==> src/rtl/program_memory_loader.sv <==
// Writable instruction memory with a valid/ready byte-stream loader and a core fetch port.
// Define PROGMEM_CHECKSUM_EN to treat the load_last word as a checksum instead of a program word.
module program_memory_loader #(
   parameter int unsigned ADDR_W       = 8,
   parameter int unsigned DATA_W       = 8,
   parameter int unsigned READ_LATENCY = 0
) (
   input  logic              program_clk,
   input  logic              reset,
   input  logic [ADDR_W-1:0] fetch_addr,
   output logic [DATA_W-1:0] fetch_data,
   input  logic              load_start,
   input  logic [ADDR_W-1:0] load_base,
   input  logic              load_valid,
   input  logic [DATA_W-1:0] load_data,
   input  logic              load_last,
   output logic              load_ready,
   output logic              core_hold,
   output logic              load_done,
   output logic              load_error,
   output logic [ADDR_W:0]   load_count
);

   localparam int unsigned Depth = 2 ** ADDR_W;

   typedef enum logic [1:0] {StIdle, StLoad, StFinish} state_e;

   state_e              state_q, state_d;
   logic [ADDR_W-1:0]   ptr_q, ptr_d;
   logic [ADDR_W:0]     count_q, count_d;
   logic                error_q, error_d;
   logic                mem_we;
   logic                cks_word;
   logic                cks_bad;
   logic [DATA_W-1:0]   mem [Depth];

`ifdef PROGMEM_CHECKSUM_EN
   logic [DATA_W-1:0] sum_q, sum_d, sum_total;

   assign sum_total = sum_q + load_data;
   assign cks_word  = load_last;
   assign cks_bad   = |sum_total;

   always_comb begin
      sum_d = sum_q;
      if (state_q == StIdle && load_start) begin
         sum_d = '0;
      end else if (mem_we) begin
         sum_d = sum_total;
      end
   end

   always_ff @(posedge program_clk) begin
      if (reset) begin
         sum_q <= '0;
      end else begin
         sum_q <= sum_d;
      end
   end
`else
   assign cks_word = 1'b0;
   assign cks_bad  = 1'b0;
`endif

   always_comb begin
      state_d    = state_q;
      ptr_d      = ptr_q;
      count_d    = count_q;
      error_d    = error_q;
      mem_we     = 1'b0;
      load_ready = 1'b0;
      core_hold  = 1'b0;
      load_done  = 1'b0;
      unique case (state_q)
         StIdle: begin
            if (load_start) begin
               state_d = StLoad;
               ptr_d   = load_base;
               count_d = '0;
               error_d = 1'b0;
            end
         end
         StLoad: begin
            load_ready = 1'b1;
            core_hold  = 1'b1;
            if (load_valid) begin
               if (cks_word) begin
                  state_d = StFinish;
                  error_d = cks_bad;
               end else begin
                  mem_we  = 1'b1;
                  count_d = count_q + 1'b1;
                  if (load_last) begin
                     state_d = StFinish;
                  end else if (&ptr_q) begin
                     // Top of memory reached without load_last: stop rather than wrap.
                     state_d = StFinish;
                     error_d = 1'b1;
                  end else begin
                     ptr_d = ptr_q + 1'b1;
                  end
               end
            end
         end
         StFinish: begin
            load_done = 1'b1;
            core_hold = 1'b1;
            state_d   = StIdle;
         end
         default: state_d = StIdle;
      endcase
   end

   always_ff @(posedge program_clk) begin
      if (reset) begin
         state_q <= StIdle;
         ptr_q   <= '0;
         count_q <= '0;
         error_q <= 1'b0;
      end else begin
         state_q <= state_d;
         ptr_q   <= ptr_d;
         count_q <= count_d;
         error_q <= error_d;
      end
   end

   // Memory contents survive reset; only the write itself is suppressed.
   always_ff @(posedge program_clk) begin
      if (mem_we && !reset) begin
         mem[ptr_q] <= load_data;
      end
   end

   generate
      if (READ_LATENCY == 0) begin : g_comb_read
         assign fetch_data = mem[fetch_addr];
      end else begin : g_reg_read
         logic [DATA_W-1:0] fetch_q;
         always_ff @(posedge program_clk) begin
            if (reset) begin
               fetch_q <= '0;
            end else begin
               fetch_q <= mem[fetch_addr];
            end
         end
         assign fetch_data = fetch_q;
      end
   endgenerate

   assign load_error = error_q;
   assign load_count = count_q;

endmodule

==> config.mk <==
export PLATFORM = sky130hd
export DESIGN_NAME = program_memory_loader
export DESIGN_NICKNAME = d
export VERILOG_FILES = /design/src/rtl/program_memory_loader.sv
export SDC_FILE = /design/constraint.sdc
export NUM_CORES = 2
export LEC_CHECK = 0
export CAP_MARGIN = 20
export CORE_AREA = 4 4 407 409
export DETAILED_ROUTE_END_ITERATION = 6
export DIE_AREA = 0 0 411 413
export GPL_TIMING_DRIVEN = 0
export PLACE_DENSITY = 0.64
export SLEW_MARGIN = 20
export SYNTH_ARGS = -nofsm -noshare
export SYNTH_HDL_FRONTEND = slang
export SYNTH_SLANG_ARGS = --single-unit
==> constraint.sdc <==
create_clock -name program_clk -period 4.7 [get_ports program_clk]
set_input_delay 1.175 -clock program_clk [delete_from_list [all_inputs] [get_ports program_clk]]
set_output_delay 1.175 -clock program_clk [all_outputs]
set_load 0.005 [all_outputs]
==> impl_metrics.tcl <==
set metrics [dict create \
    outcome "complete, but fails checks" \
    violations "negative setup slack" \
    vias 44600 \
    syn_area_per_cell_um2 20.6 \
    maxCapViolCount 0 \
    grt_max_degree 132 \
    viasPerCell 6.72 \
    final_common_cell "edfxtp_1" \
    maxSlewViolCount 0 \
    ys_seq_elements 2068 \
    synth.distinct_cells 61 \
    synth_edf_count 2048 \
    rsz0062_at_grt "true" \
    holdCritPathClass "reg2reg" \
    worst_slack_ns -0.520 \
    port_buffers 46 \
    yosysSeqAreaShare_pct 76.7 \
    clk_path_buf_depth 3 \
    place_ws_ns -3.07 \
    finalCritPeriodShare_pct 111 \
    drive_gt1_share_pct 28.6 \
    async_reset_ff_share_pct 0 \
    place_congestion 0.997 \
    cts_tree "yes" \
    htreeDepth 4 \
    gr-total-overflow 0 \
    pin_count 50 \
    path_clk_slew_ns 0.05 \
    yosysWarnings 0 \
    cts_hold_buf 0 \
    tightest_slew_ns 1.21 \
    dieArea_um2 170000 \
    synth_ff_type "edfxtp_1" \
    grt_usage_pct 30.8 \
    power_density_nw_per_um2 415 \
    setup_viol 8 \
    crit_arrival_ns 4.04 \
    fmax_ghz 0.192 \
    antenna_found_initial 11 \
    clock-sinks 2068 \
    final_area_um2 95100 \
    p_leak_nw 29.7 \
    min_period_ns 5.22 \
    synth_cells 3926 \
    syn_to_final_growth_pct 17.8 \
    postPlaceCellArea_um2 84600 \
    fin_nets 4340 \
    clk_latency_ns 0.86 \
    final_antenna_net_count 0 \
    most-common-layout-cells "edfxtp_1, mux4_2, nor2_1" \
    cts_made_buffers 201 \
    crit_type "in2out" \
    cp.required_ns 3.52 \
    first_pass_iters 6 \
    hold_violations 0 \
    fin_skew_ns 0.0482 \
    num_rows 148 \
    end_kind "primary output" \
    cp-start-kind "input pin" \
    dpl.hpwl_um 173000 \
    start_util_pct 49.8 \
    synth_area_um2 80700 \
    drt_first_iter_violations 6954 \
    drt_wl_total_um 261000 \
    crit_path_max_fanout 5 \
    syn_nets 3963 \
    max_slew_margin_pct 19.2 \
    drc_errors 0 \
    grt_pass1_vias 42500 \
    core_area_um2 162000 \
    clockRootBuffer "clkbuf_16" \
    die_w_um 411 \
    grt_pass1_wl_um 353000 \
    irDropWorstVdd_uv 363 \
    fillers 11500 \
    dieHeight_um 413 \
    wl_per_cell_um 39.2 \
]
-- metrics by stage --
step / util (%) / std cells / TNS, ns / power (mW) / hold WS, ns
6_report: 58.7 / 6644 / -3.32 / 39.5 / 0.495
5_1_grt: 58.7 / 6638 / -2.98 / 40.4 / 0.528
4_1_cts: 58.4 / 6619 / -2.14 / 39.4 / 0.499
3_5_place_dp: 52.2 / 6172 / -204.48 / 23.6 / 0.492
3_3_place_gp: 51.8 / 6147 / - / 23.7 / 0.471
2_1_floorplan: - / 3926 / 0 / 22.1 / 0.467
-- state kept, by name (all words and copies together) (netlist names) --
register	flops
mem	2048
load_count	9
ptr_q	8
state_q	2
load_error	1
-- power breakdown --
part | internal, mW | total (mW) | switching (mW)
logic | 1.13 | 3.43 | 2.30
registers | 20.3 | 20.3 | 0.0350
clock network | 8.60 | 15.7 | 7.11
total | 30.0 | 39.5 | 9.45
-- per-layer routing --
layer	track usage, %	part of all wire, %
met1	41.6	36
met2	44.6	44
met3	11.1	14
met4	14.9	6.0
met5	0.115	0.056
-- worst paths after layout --
| path | startpoint | endpoint | slack (ns) | cells past startpoint |
|---|---|---|---|---|
| setup / recovery | fetch_addr[0] | fetch_data[5] | -0.52 | 11 |
| hold reg to reg | load_error | load_error | 0.50 | 2 |
| setup reg to reg | ptr_q[0] | mem[191][4] | 0.24 | 6 |
| hold / removal | load_error | load_error | 0.50 | 2 |
-- cell type report --
| class | instances | area, um2 | area share [%] |
|---|---|---|---|
| flip-flops and latches | 2068 | 61900 | 65.1 |
| multi-input cells | 1608 | 18900 | 19.9 |
| clock buffers | 259 | 5250 | 5.52 |
| plain buffers | 231 | 2840 | 2.98 |
| well taps | 2175 | 2720 | 2.86 |
| repair buffers | 180 | 2330 | 2.45 |
| clock inverters | 103 | 1050 | 1.11 |
| inverters | 13 | 56.3 | 0.0592 |
| diodes | 7 | 17.5 | 0.0184 |
-- repair_timing --
| item | CTS | global route |
|---|---|---|
| hold endpoints to repair | 0 | 0 |
| pin swaps | 77 | 29 |
| setup buffers | 87 | 18 |
| cloned | 4 | 0 |
| resized for setup | 669 | 52 |
| endpoints found under the setup margin | 8 | 8 |
-- cell usage after synthesis, types with 5 or more instances --
| cell type | count | share of area (%) |
|---|---|---|
| or3_1 | 16 | 0.12 |
| buf_4 | 25 | 0.23 |
| nand3_1 | 40 | 0.25 |
| nor2b_1 | 23 | 0.18 |
| inv_1 | 13 | 0.060 |
| edfxtp_1 | 2048 | 76 |
| o22ai_1 | 52 | 0.40 |
| buf_2 | 28 | 0.17 |
| nor4_2 | 12 | 0.19 |
| a32oi_1 | 6 | 0.065 |
| nand2b_1 | 9 | 0.070 |
| buf_6 | 30 | 0.42 |
| mux2i_1 | 180 | 2.2 |
| nor4_1 | 10 | 0.077 |
| dfxtp_1 | 20 | 0.50 |
| o21a_1 | 6 | 0.056 |
| nand2_1 | 69 | 0.32 |
| o221ai_1 | 35 | 0.38 |
| nand4_1 | 15 | 0.12 |
| o211ai_1 | 7 | 0.065 |
| buf_12 | 16 | 0.40 |
| mux4_1 | 17 | 0.55 |
| o21ai_0 | 15 | 0.093 |
| or2_2 | 8 | 0.062 |
| a22o_1 | 8 | 0.087 |
| a311oi_1 | 6 | 0.065 |
| a21oi_1 | 99 | 0.61 |
| a221oi_1 | 7 | 0.076 |
| nor2_1 | 304 | 1.4 |
| nor3_1 | 32 | 0.20 |
| mux4_2 | 415 | 12 |
| buf_1 | 8 | 0.037 |
| and2_1 | 6 | 0.046 |
| a22oi_1 | 143 | 1.3 |
| a31oi_1 | 5 | 0.039 |
| clkbuf_1 | 126 | 0.59 |
| a211oi_1 | 16 | 0.15 |
| ha_1 | 8 | 0.12 |
-- cell families (layout without fill, tap and decap cells) --
kind of cell / Yosys count / count (layout) / synth area share, %
other cells: 0 / 7 / 0
compound gates: 422 / 422 / 3.61
buf+inv: 250 / 786 / 1.97
xor+xnor: 4 / 4 / 0.0434
fa+ha+maj: 8 / 8 / 0.124
simple gates: 561 / 561 / 3.21
flops: 2068 / 2068 / 76.7
mux: 613 / 613 / 14.4
-- critical path: stages --
cell and delay, ns:
buf_16 0.14, buf_16 0.17, buf_16 0.18, buf_12 0.12
buf_16 0.14, mux4_2 0.56, a32oi_2 0.27, nand4_1 0.44
nor3_4 0.48, nor4_4 0.15, buf_2 0.17
(Power assumes the default switching activity.)
